**src/rtl/fifo_burst_reader_if.sv**
```systemverilog
// rtl/fifo_burst_reader_if.sv - output stream bundle of the FIFO burst reader
interface fifo_burst_reader_if #(
    parameter int c_DATA_WIDTH = 32
);
    logic [c_DATA_WIDTH-1:0] m_data;
    logic                    m_valid;
    logic                    m_last;
    logic                    m_ready;

    modport master (
        output m_data,
        output m_valid,
        output m_last,
        input  m_ready
    );

    modport slave (
        input  m_data,
        input  m_valid,
        input  m_last,
        output m_ready
    );
endinterface

```
**src/rtl/fifo_burst_reader.sv**
```systemverilog
// rtl/fifo_burst_reader.sv - burst-oriented read-side consumer of an async FIFO with credit-based output buffer
module fifo_burst_reader #(
    parameter int c_DATA_WIDTH     = 32,
    parameter int c_RD_DEPTH_WIDTH = 9,
    parameter int c_RAM_RD_LATENCY = 1,
    parameter int c_BURST_LEN      = 8,
    parameter int c_BUF_DEPTH      = 4
) (
    input  logic                        rclk,
    input  logic                        rrst_n,
    input  logic                        flush,
    input  logic                        rempty,
    input  logic [c_RD_DEPTH_WIDTH:0]   rd_water_level,
    output logic                        r_en,
    input  logic [c_DATA_WIDTH-1:0]     rd_data,
    fifo_burst_reader_if.master         m,
    output logic                        burst_active,
    output logic                        burst_done
);

    localparam int LW = c_RD_DEPTH_WIDTH + 1;
    localparam int AW = (c_BUF_DEPTH > 1) ? $clog2(c_BUF_DEPTH) : 1;
    localparam int CW = $clog2(c_BUF_DEPTH + c_RAM_RD_LATENCY + 1);

    localparam logic [LW-1:0] BURST_LEN_W = LW'(c_BURST_LEN);
    localparam logic [CW-1:0] BUF_DEPTH_W = CW'(c_BUF_DEPTH);
    localparam logic [AW-1:0] LAST_IDX    = AW'(c_BUF_DEPTH - 1);

    typedef enum logic [0:0] {
        S_IDLE  = 1'b0,
        S_BURST = 1'b1
    } state_t;

    state_t                     state;
    logic [LW-1:0]              len;
    logic [LW-1:0]              cnt;

    logic [c_RAM_RD_LATENCY-1:0] tag_valid;
    logic [c_RAM_RD_LATENCY-1:0] tag_last;

    logic [c_DATA_WIDTH-1:0]    buf_data [c_BUF_DEPTH];
    logic [c_BUF_DEPTH-1:0]     buf_last;
    logic [AW-1:0]              wr_ptr;
    logic [AW-1:0]              rd_ptr;
    logic [CW-1:0]              occ;

    logic [CW-1:0]              inflight;
    logic                       credit_ok;
    logic                       is_last;
    logic                       accept;
    logic                       push;
    logic                       pop;

    function automatic logic [AW-1:0] ptr_next(input logic [AW-1:0] p);
        return (p == LAST_IDX) ? '0 : p + AW'(1);
    endfunction

    // Words already requested from the RAM still need a slot when they land.
    always_comb begin
        inflight = '0;
        for (int i = 0; i < c_RAM_RD_LATENCY; i++) begin
            inflight = inflight + CW'(tag_valid[i]);
        end
    end

    assign credit_ok    = (occ + inflight) < BUF_DEPTH_W;
    assign is_last      = (cnt == len - LW'(1));
    assign r_en         = (state == S_BURST) && !rempty && credit_ok;
    assign accept       = r_en;
    assign burst_done   = accept && is_last;
    assign burst_active = (state == S_BURST);

    assign push = tag_valid[c_RAM_RD_LATENCY-1];
    assign pop  = m.m_valid && m.m_ready;

    assign m.m_valid = (occ != '0);
    assign m.m_data  = m.m_valid ? buf_data[rd_ptr] : '0;
    assign m.m_last  = m.m_valid & buf_last[rd_ptr];

    // IDLE always lasts at least one cycle, so the level seen here already
    // accounts for every read of the previous burst.
    always_ff @(posedge rclk or negedge rrst_n) begin
        if (!rrst_n) begin
            state <= S_IDLE;
            len   <= '0;
            cnt   <= '0;
        end else begin
            case (state)
                S_IDLE: begin
                    cnt <= '0;
                    if (rd_water_level >= BURST_LEN_W) begin
                        len   <= BURST_LEN_W;
                        state <= S_BURST;
                    end else if (flush && (rd_water_level != '0)) begin
                        len   <= rd_water_level;
                        state <= S_BURST;
                    end
                end
                S_BURST: begin
                    if (accept) begin
                        cnt <= cnt + LW'(1);
                        if (is_last) begin
                            state <= S_IDLE;
                        end
                    end
                end
                default: state <= S_IDLE;
            endcase
        end
    end

    always_ff @(posedge rclk or negedge rrst_n) begin
        if (!rrst_n) begin
            tag_valid <= '0;
            tag_last  <= '0;
        end else begin
            tag_valid[0] <= accept;
            tag_last[0]  <= burst_done;
            for (int i = 1; i < c_RAM_RD_LATENCY; i++) begin
                tag_valid[i] <= tag_valid[i-1];
                tag_last[i]  <= tag_last[i-1];
            end
        end
    end

    // When full, a simultaneous push and pop reuse the slot being vacated.
    always_ff @(posedge rclk or negedge rrst_n) begin
        if (!rrst_n) begin
            for (int i = 0; i < c_BUF_DEPTH; i++) begin
                buf_data[i] <= '0;
            end
            buf_last <= '0;
            wr_ptr   <= '0;
            rd_ptr   <= '0;
            occ      <= '0;
        end else begin
            if (push) begin
                buf_data[wr_ptr] <= rd_data;
                buf_last[wr_ptr] <= tag_last[c_RAM_RD_LATENCY-1];
                wr_ptr           <= ptr_next(wr_ptr);
            end
            if (pop) begin
                rd_ptr <= ptr_next(rd_ptr);
            end
            case ({push, pop})
                2'b10:   occ <= occ + CW'(1);
                2'b01:   occ <= occ - CW'(1);
                default: occ <= occ;
            endcase
        end
    end

endmodule

```
**src/flat_wrapper.sv**
```systemverilog
// flat-port wrapper written by rule: the top's interface ports become plain ports
module fifo_burst_reader_flat 
#(
    parameter int c_DATA_WIDTH     = 32,
    parameter int c_RD_DEPTH_WIDTH = 9,
    parameter int c_RAM_RD_LATENCY = 1,
    parameter int c_BURST_LEN      = 8,
    parameter int c_BUF_DEPTH      = 4
)
  (rclk, rrst_n, flush, rempty, rd_water_level, r_en, rd_data, burst_active, burst_done, m_m_data, m_m_valid, m_m_last, m_m_ready);
  fifo_burst_reader_if #(.c_DATA_WIDTH(c_DATA_WIDTH)) m_i ();
  input  logic rclk;
  input  logic rrst_n;
  input  logic flush;
  input  logic rempty;
  input  logic [c_RD_DEPTH_WIDTH:0] rd_water_level;
  output logic r_en;
  input  logic [c_DATA_WIDTH-1:0] rd_data;
  output logic burst_active;
  output logic burst_done;
  output wire logic [$bits(m_i.m_data)-1:0] m_m_data;
  output wire logic [$bits(m_i.m_valid)-1:0] m_m_valid;
  output wire logic [$bits(m_i.m_last)-1:0] m_m_last;
  input wire logic [$bits(m_i.m_ready)-1:0] m_m_ready;
  assign m_m_data = m_i.m_data;
  assign m_m_valid = m_i.m_valid;
  assign m_m_last = m_i.m_last;
  assign m_i.m_ready = m_m_ready;
  fifo_burst_reader #(.c_DATA_WIDTH(c_DATA_WIDTH), .c_RD_DEPTH_WIDTH(c_RD_DEPTH_WIDTH), .c_RAM_RD_LATENCY(c_RAM_RD_LATENCY), .c_BURST_LEN(c_BURST_LEN), .c_BUF_DEPTH(c_BUF_DEPTH)) u_core (.rclk(rclk), .rrst_n(rrst_n), .flush(flush), .rempty(rempty), .rd_water_level(rd_water_level), .r_en(r_en), .rd_data(rd_data), .m(m_i), .burst_active(burst_active), .burst_done(burst_done));
endmodule
```
**config.mk**
```make
export PLATFORM = sky130hd
export DESIGN_NAME = fifo_burst_reader_flat
export DESIGN_NICKNAME = d
export VERILOG_FILES = /design/src/rtl/fifo_burst_reader_if.sv /design/src/rtl/fifo_burst_reader.sv /design/src/flat_wrapper.sv
export SDC_FILE = /design/constraint.sdc
export NUM_CORES = 1
export LEC_CHECK = 0
export CORE_UTILIZATION = 35
export DETAILED_ROUTE_END_ITERATION = 8
export MAX_ROUTING_LAYER = met4
export PLACE_DENSITY_LB_ADDON = 0.3
export SLEW_MARGIN = 20
export SYNTH_ARGS = -nofsm -noshare
export SYNTH_HDL_FRONTEND = slang
export SYNTH_SLANG_ARGS = --single-unit
```
**constraint.sdc**
```tcl
create_clock -name rclk -period 2.8 [get_ports rclk]
set_clock_uncertainty 0.05 [all_clocks]
set_input_delay 0.42 -clock rclk [delete_from_list [all_inputs] [get_ports rclk]]
set_output_delay 0.42 -clock rclk [all_outputs]
set_load 0.02 [all_outputs]
```
==> results of run 1 <==
## timing repair
action | 4_1_cts | 5_1_grt
hold buffers | 1 | 0
hold endpoints to repair | 49 | 0
buffers inserted | 5 | 1
pin swaps | 0 | 2
resized for setup | 22 | 27
endpoints found under the setup margin | 33 | 19
## registers in the layout, summed over array words and instances (netlist names)
signal               cells
u_core.wr_ptr            2
u_core.buf_data        128
u_core.occ               3
u_core.push              1
u_core.burst_active      1
u_core.tag_last          1
u_core.rd_ptr            2
u_core.len              10
u_core.buf_last          4
u_core.cnt              10
## kinds of logic after synthesis
group	after synthesis	synth area share [%]
AOI/OAI and AO/OA	25	2.96
xor gates and xnor gates	20	2.29
adders and majority gates	9	1.57
buffers and inverters	40	2.14
DFF	162	53.0
muxes	167	29.4
and+or+nand+nor	106	8.68
## cells in the final DEF (no fill, tap or decap), types with 3 or more instances in the layout
cell,count
nor3_1,4
clkdlybuf4s50_1,48
nand2_1,11
mux4_2,33
clkbuf_16,17
a21o_1,3
or3_1,4
nand2_2,4
dlygate4sd2_1,16
dlymetal6s2s_1,17
mux2_2,133
nand3_1,4
inv_1,11
buf_4,27
dfrtp_1,158
and2_1,43
nor2_1,11
dfrtp_2,4
o21ai_0,5
and3_1,4
clkbuf_8,4
xor2_1,9
xnor2_1,11
a22o_1,3
ha_1,7
buf_12,5
## cell type report
| cell class | count | share of cell area (%) |
|---|---|---|
| sequential | 162 | 42.1 |
| multi-input combinational | 327 | 36.1 |
| timing repair buffer | 116 | 12.1 |
| clock buffer | 23 | 5.06 |
| tap | 275 | 3.57 |
| clock inverter | 5 | 0.584 |
| inverter | 13 | 0.506 |
## worst paths after layout
path	startpoint	end	slack [ns]	cells past startpoint
worst max-delay path	u_core.len[3]	burst_done	0.05	7
min in group rclk	u_core.buf_data[35]	u_core.buf_data[35]	0.45	1
worst max register to register	u_core.occ[2]	u_core.occ[2]	0.38	10
worst min register to register	u_core.buf_data[35]	u_core.buf_data[35]	0.45	1
worst min-delay path	rrst_n	u_core.buf_data[122]	0.45	2
max in group asynchronous	rrst_n	u_core.buf_data[73]	1.38	3
## power by group
| part | internal, mW | leakage (nW) | total (mW) | switching, mW |
|---|---|---|---|---|
| clock | 1.30 | 0.267 | 2.17 | 0.876 |
| sequential | 3.42 | 1.93 | 4.07 | 0.652 |
| combinational | 2.96 | 2.03 | 5.21 | 2.25 |
## metrics by stage
step	total power [mW]	cells	utilization (%)
6_report	11.5	921	45.5
5_1_grt	12.2	921	45.5
4_1_cts	11.7	920	45.0
3_5_place_dp	9.57	886	42.3
3_3_place_gp	9.32	886	42.3
2_1_floorplan	7.47	529	-
## metal layers
metal  up-vias  wire (µm)
met5         -          0
met4         0        104
met3        10        620
met2        79       8370
met1      2397       7460
li1       2127          -
==> flow_metrics.tcl, run 1 <==
set metrics [dict create \
    core_mm2 0.0212 \
    grt_setup_unrepaired "true" \
    grt_antenna_before_repair 0 \
    synth_nets 585 \
    critPathBufInv 2 \
    overflow 0 \
    floorplan_die_area_mm2 0.0225 \
    fin_nets 693 \
    synth-async-reset-ratio_pct 100 \
    detail_route.drc_violations 0 \
    path_class "reg2out" \
    crit_path_max_fanout 3 \
    met3_usage_pct 4.63 \
    timing.critical_path.required_ns 2.33 \
    use_met1_pct 20.3 \
    worst_slew_margin_rel_pct 62.3 \
    leak_pwr_nw 4.23 \
    drv_cap 0 \
    synth.yosys.seq_area_share_pct 53.0 \
    worst_path_max_delay_cell "or4bb_1" \
    die_width_um 150 \
    final.hold.worst_slack_ns 0.451 \
    cellPowerDensity_mw_per_mm2 1190 \
    placement.cell_area_mm2 0.00899 \
    numCtsBuffers 17 \
    gpl_congestion 0.806 \
    layout-area-overhead-vs-synth_pct 26.1 \
    syn_area_cell_um2 14.5 \
    grt_start_max_net_pins 78 \
    hold_violations 0 \
    yosys.cell_types.count 51 \
    worst_slew_pin_slew_ns 0.566 \
    start_util_pct 36.1 \
    grt-busiest-layer "met2" \
    hold_path.class "in2async" \
    synth_area_mm2 0.00765 \
    drt-total-wl_mm 16.6 \
    ys_warn_count 0 \
    synth.most_common_cell "dfrtp_1" \
    io_pins 84 \
    clock_tree.root_cell "clkbuf_16" \
    place.port_buffers 83 \
    detail_route.first_pass.iterations 4 \
    tritoncts_num_sinks 162 \
    pre_cts_ws_ns -0.0560 \
    setup_viol_count_final 0 \
    grt_pass1_wl_mm 27.4 \
    clock_path_buffers 2 \
    outcome "complete, no violations" \
    multi_input_area_mm2 0.00348 \
    synth_edf_count 0 \
    arrival_ns 2.28 \
    critical-path-top-delay-family "simple AND/OR/NAND/NOR gates" \
    postSynthCellCount 529 \
    synth_ff_type "dfrtp_1" \
    critical_path.startpoint_type "flip-flop" \
    fin_setup_tns_ns 0 \
    setup_slack_ns 0.0483 \
    worstSetupEndpointType "output port" \
    synth.ff_latch_count 162 \
    synth.cells.most_frequent "dfrtp_1 (162), mux2_2 (133), and2_1 (43), mux4_2 (33), nand2_1 (15)" \
    cts.htree.levels 4 \
    viasPerCell 5.01 \
    layout_min_cycle_time_ns 2.75 \
    filler_cell_count 1889 \
    clk_pin_slew_worst_setup_hold_paths_ns 0.06 \
    final.period_utilization_pct 98.3 \
    antenna_left 0 \
    max_freq_mhz 363 \
    drive_gt1_share_pct 39.2 \
    yosys.area.top_type_share_pct 53.0 \
    area.sequential_mm2 0.00406 \
    dieHeight_um 150 \
    clk-insertion-delay-late_ns 0.42 \
    cts_tree "done" \
    cells_taking_the_most_area_after_synthesis "dfrtp_1 (53%), mux2_2 (20%), mux4_2 (9.7%)" \
    drt-initial-drc-count 138 \
    dpl.hpwl_mm 10.8 \
    crit_chain "buf_4 -> nor2_1 -> nand3b_1 -> or4bb_1 -> nand3_1 -> and3b_2 -> buf_6" \
    routed_wire_length_per_instance_um 18.0 \
    final_max_slew_viol_count 0 \
    synth.largest_area_cell "dfrtp_1" \
    routed-via-count 4613 \
    floorplan.rows 53 \
    antennaDiodeCount 0 \
    global_route.usage.total_pct 16.7 \
    grt_pass1_vias 5119 \
    grtUsageMet2_pct 27.6 \
    final_cell_area_mm2 0.00965 \
    vdd_drop_max_v 0.000413 \
    worst_path_largest_cell_delay_ns 0.52 \
]
Power figures use the tool's default switching activity.
==> run 2: changes to the inputs <==
--- a/config.mk
+++ b/config.mk
@@ -5,6 +5,7 @@
 export SDC_FILE = /design/constraint.sdc
 export NUM_CORES = 1
 export LEC_CHECK = 0
+export CORE_MARGIN = 1.5
 export CORE_UTILIZATION = 35
 export DETAILED_ROUTE_END_ITERATION = 8
 export MAX_ROUTING_LAYER = met4
==> flow_metrics.tcl, run 2 (same netlist as run 1, synthesis figures left out) <==
set metrics [dict create \
    drt-total-wl_mm 16.8 \
    grt_setup_unrepaired "true" \
    critical-path-top-delay-family "simple AND/OR/NAND/NOR gates" \
    setup.worst_path.end "burst_done" \
    worstSetupEndpointType "output port" \
    numCtsBuffers 17 \
    clk-insertion-delay-late_ns 0.42 \
    worst_r2r_endpoint "u_core.occ[1]" \
    clk_pin_slew_worst_setup_hold_paths_ns 0.06 \
    arrival_ns 2.31 \
    timing.critical_path.required_ns 2.33 \
    core_mm2 0.0212 \
    io_pins 84 \
    antenna_left 0 \
    leak_pwr_nw 4.32 \
    worst_path_max_delay_cell "dfrtp_1" \
    regToRegStartpoint "u_core.occ[1]" \
    placement.cell_area_mm2 0.00903 \
    critPathBufInv 2 \
    grt_pass1_wl_mm 27.0 \
    start_util_pct 36.1 \
    drt-initial-drc-count 144 \
    largest_reg_flops 128 \
    drive_gt1_share_pct 40.5 \
    max_freq_mhz 360 \
    clock_tree.root_cell "clkbuf_16" \
    most-common-layout-cells "dfrtp_1 (159), mux2_2 (133), clkdlybuf4s50_1 (53)" \
    final_cell_utilization_of_the_core_pct 46.2 \
    final_cell_area_mm2 0.00980 \
    fin_nets 695 \
    setup_viol_count_final 0 \
    cts.htree.levels 4 \
    path_class "reg2out" \
    largest-register "u_core.buf_data" \
    worstSetupPathDepth 8 \
    critical_path.startpoint_type "flip-flop" \
    tritoncts_num_sinks 162 \
    viasPerCell 5.04 \
    worst_slew_pin_slew_ns 0.803 \
    reg2reg_slack_ns 0.37 \
    outcome "complete, no violations" \
    worstSetupStartpoint "u_core.len[1]" \
    overflow 0 \
    grt_pass1_vias 5162 \
    antennaDiodeCount 0 \
    layout_min_cycle_time_ns 2.78 \
    worst_path_largest_cell_delay_ns 0.40 \
    cellPowerDensity_mw_per_mm2 1210 \
    holdBufCountCts 0 \
    worst_slew_margin_rel_pct 46.4 \
    floorplan.rows 53 \
    layout-area-overhead-vs-synth_pct 28.1 \
    largest_registers "u_core.buf_data x128, u_core.cnt x10, u_core.len x10" \
    clock_path_buffers 2 \
    grt_antenna_before_repair 0 \
    place.port_buffers 83 \
    vdd_drop_max_v 0.000459 \
    final_max_slew_viol_count 0 \
    drv_cap 0 \
    dieHeight_um 151 \
    cts_tree "done" \
    final.period_utilization_pct 99.1 \
    hold_path.class "in2async" \
    detail_route.first_pass.iterations 4 \
    worstRegToRegCells 8 \
    hold_violations 0 \
    dpl.hpwl_mm 11.4 \
    global_route.usage.total_pct 16.2 \
    crit_chain "inv_2 -> ha_4 -> nand2b_4 -> o211a_1 -> o31a_1 -> or3_1 -> and3b_2 -> buf_6" \
    layout.cells.most_common "dfrtp_1" \
    gpl_congestion 0.882 \
    routed_wire_length_per_instance_um 18.2 \
    floorplan_die_area_mm2 0.0228 \
    grt_start_max_net_pins 89 \
    detail_route.drc_violations 0 \
    die_width_um 151 \
    routed-via-count 4668 \
    crit_path_max_fanout 3 \
]
run 2: how the worst min path moves through the flow:
stage	start	to	slack (ns)	cells past startpoint
after floorplan	rrst_n	u_core.buf_data[0]	0.07	0
after global placement	u_core.buf_data[39]	u_core.buf_data[39]	0.43	1
after detailed placement	u_core.buf_data[21]	u_core.buf_data[21]	0.44	1
after CTS	rrst_n	u_core.buf_data[25]	0.04	1
after global routing	rrst_n	u_core.buf_data[25]	0.07	1
final	rrst_n	u_core.buf_data[57]	0.02	1
run 2: what timing repair did:
item / CTS / global route
gates resized for setup: 17 / 29
endpoints found under the setup margin: 31 / 28
buffers inserted: 1 / 4
pin swaps: 3 / 1
endpoints found under the hold margin: 0 / 0
run 2: per-stage QoR:
step           setup TNS, ns  instances  hold slack (ns)  power (mW)  worst slack (ns)
2_1_floorplan              0        529           0.0744        7.47             0.495
3_3_place_gp         -0.0181        890            0.431        9.31           -0.0181
3_5_place_dp         -0.0905        890            0.438        9.59           -0.0905
4_1_cts              -0.0304        923           0.0440        12.0           -0.0304
5_1_grt              -0.0545        927           0.0728        12.6           -0.0545
6_report                   0        927           0.0210        11.8            0.0238
run 2: area by class of cell:
class,count,area [µm²]
Fill cell,1837,11400
Sequential cell,162,4060
Multi-Input combinational cell,327,3500
Timing Repair Buffer,118,1230
Clock buffer,18,439
Tap cell,275,344
Clock inverter,14,188
Inverter,13,48.8
run 2: power by group:
part	switching, mW	leakage [nW]	total, mW	internal (mW)
clock network	0.930	0.298	2.44	1.51
registers	0.614	1.93	4.03	3.42
logic	2.31	2.10	5.37	3.06
total	3.85	4.32	11.8	7.99
run 2: per-layer routing:
metal  track usage, %  vias to the layer above  wire, µm
met1             19.0                     2440      7230
met5                -                        -         0
met2             28.0                       71      8830
met4             4.42                        0       152
li1                 -                     2143         -
met3             3.77                       14       629
==> run 3: changes to the inputs <==
--- a/config.mk
+++ b/config.mk
@@ -5,11 +5,13 @@
 export SDC_FILE = /design/constraint.sdc
 export NUM_CORES = 1
 export LEC_CHECK = 0
+export CAP_MARGIN = 40
 export CORE_MARGIN = 1.5
 export CORE_UTILIZATION = 35
 export DETAILED_ROUTE_END_ITERATION = 8
 export MAX_ROUTING_LAYER = met4
 export PLACE_DENSITY_LB_ADDON = 0.3
+export SETUP_SLACK_MARGIN = 0.05
 export SLEW_MARGIN = 20
 export SYNTH_ARGS = -nofsm -noshare
 export SYNTH_HDL_FRONTEND = slang
==> flow_metrics.tcl, run 3 (same netlist as run 1, synthesis figures left out) <==
set metrics [dict create \
    worstSetupEndpointType "output port" \
    gpl_congestion 0.882 \
    vdd_drop_max_v 0.000430 \
    max_freq_mhz 365 \
    critical-path-top-delay-family "simple AND/OR/NAND/NOR gates" \
    routed-via-count 4656 \
    grt-busiest-layer "met2" \
    regToRegStartpoint "u_core.occ[1]" \
    worst_path_max_delay_cell "dfrtp_1" \
    hold_path.class "in2async" \
    internal-power_mw 7.79 \
    grt_start_max_net_pins 89 \
    routed_wire_length_per_instance_um 18.2 \
    dieHeight_um 151 \
    worst_slew_pin_slew_ns 0.532 \
    antenna_left 0 \
    total_power_mw 11.6 \
    final.period_utilization_pct 97.8 \
    grt_pass1_wl_mm 27.1 \
    dp.cells 890 \
    clock_path_buffers 2 \
    crit_chain "inv_2 -> ha_4 -> nand2b_4 -> o211a_1 -> o31a_1 -> or3_1 -> and3b_2 -> buf_6" \
    arrival_ns 2.27 \
    overflow 0 \
    outcome "complete, no violations" \
    cts.htree.levels 4 \
    tritoncts_num_sinks 162 \
    dpl.hpwl_mm 11.4 \
    fin_setup_tns_ns 0 \
    numCtsBuffers 17 \
    placement.cell_area_mm2 0.00903 \
    largest_reg_flops 128 \
    critPathBufInv 2 \
    p_sw_mw 3.84 \
    antennaDiodeCount 0 \
    path_class "reg2out" \
    critical_path.startpoint_type "flip-flop" \
    grt_pass1_vias 5156 \
    leak_pwr_nw 4.22 \
    timing.critical_path.required_ns 2.33 \
    clock_power_share_pct 21.0 \
    cts_tree "done" \
    worst_path_largest_cell_delay_ns 0.40 \
    fin_nets 694 \
    drv_cap 0 \
    drt-total-wl_mm 16.8 \
    worst_slew_margin_rel_pct 64.4 \
    seq_power_share_pct 34.7 \
    grt_setup_unrepaired "true" \
    detail_route.first_pass.iterations 4 \
    start_util_pct 36.1 \
    die_width_um 151 \
    cellPowerDensity_mw_per_mm2 1190 \
    hold_violations 0 \
    most-common-layout-cells "dfrtp_1 (159), mux2_2 (133), clkdlybuf4s50_1 (47)" \
    viasPerCell 5.03 \
    filler_cell_count 1843 \
    clk-insertion-delay-late_ns 0.42 \
    drive_gt1_share_pct 40.4 \
    grt_antenna_before_repair 0 \
    final_cell_area_mm2 0.00976 \
    final_max_slew_viol_count 0 \
    use_met1_pct 19.0 \
    clock_tree.root_cell "clkbuf_16" \
    place.port_buffers 83 \
    io_pins 84 \
    layout-area-overhead-vs-synth_pct 27.5 \
    largest-register "u_core.buf_data" \
    met3_usage_pct 3.77 \
    clk_pin_slew_worst_setup_hold_paths_ns 0.06 \
    crit_path_max_fanout 3 \
    grtUsageMet2_pct 28.1 \
    floorplan.rows 53 \
    largest_registers "u_core.buf_data x128, u_core.cnt x10, u_core.len x10" \
    setup_viol_count_final 0 \
    switching_share_pct 33.0 \
    final_cell_utilization_of_the_core_pct 46.0 \
    layout.cells.most_common "dfrtp_1" \
    core_mm2 0.0212 \
    detail_route.drc_violations 0 \
    comb_power_share_pct 44.4 \
    drt-initial-drc-count 157 \
    instances_no_fill 926 \
    layout_min_cycle_time_ns 2.74 \
    worstSetupStartpoint "u_core.len[1]" \
    global_route.usage.total_pct 16.2 \
    floorplan_die_area_mm2 0.0228 \
]
==> run 3: cell count changes in the layout (fill, tap and decap cells not counted), sizes merged <==
| cell | before | now |
|---|---|---|
| dlygate4sd3 | 0 | 1 |
| dlygate4sd2 | 7 | 25 |
| dlymetal6s2s | 21 | 9 |
| clkdlybuf4s50 | 53 | 47 |
| buf | 37 | 35 |
==> run 3: final cells by class <==
type / count / area, µm² / area share [%]
multi-input cells: 327 / 3500 / 35.9
well taps: 275 / 344 / 3.52
inverters: 13 / 48.8 / 0.500
clock inverters: 14 / 188 / 1.92
repair buffers: 117 / 1180 / 12.1
flip-flops and latches: 162 / 4060 / 41.6
clock buffers: 18 / 439 / 4.50
==> run 3: final timing paths <==
check                                       to  slack (ns)  cells after the start
max                                 burst_done        0.06                      8
min reg2reg                u_core.buf_data[52]        0.45                      1
max reg2reg                      u_core.occ[1]        0.42                      8
min in group rclk          u_core.buf_data[52]        0.45                      1
max in group asynchronous  u_core.buf_data[74]        1.42                      4
min                        u_core.buf_data[25]        0.36                      2
==> run 3: power groups by stage <==
stage | combinational (mW) | sequential, mW | clock, mW
floorplan | 3.64 | 3.82 | 0
global placement | 5.36 | 3.95 | 0
detailed placement | 5.50 | 4.10 | 0
CTS | 5.29 | 4.04 | 2.50
global route | 5.58 | 4.16 | 2.61
finish | 5.16 | 4.03 | 2.44
==> run 3: metrics by stage <==
| stage | setup slack [ns] | hold WS [ns] |
|---|---|---|
| after detailed placement | -0.0905 | 0.438 |
| after global placement | -0.0181 | 0.431 |
| after CTS | -0.0304 | 0.0440 |
| after global routing | -0.0282 | 0.366 |
| final | 0.0612 | 0.360 |
| after floorplan | 0.495 | 0.0744 |
==> run 3: layer usage <==
| layer | part of all wire, % | vias up |
|---|---|---|
| li1 | - | 2136 |
| met1 | 43 | 2436 |
| met2 | 53 | 70 |
| met3 | 3.7 | 14 |
| met4 | 0.90 | 0 |
| met5 | 0 | - |
==> run 3: timing repair <==
action                                 CTS  global route
resized for setup                       36            18
hold buffers                             0             1
pin swaps                                3             6
endpoints found under the hold margin    0            18
setup endpoints to repair               35            10
buffers inserted                         1             1
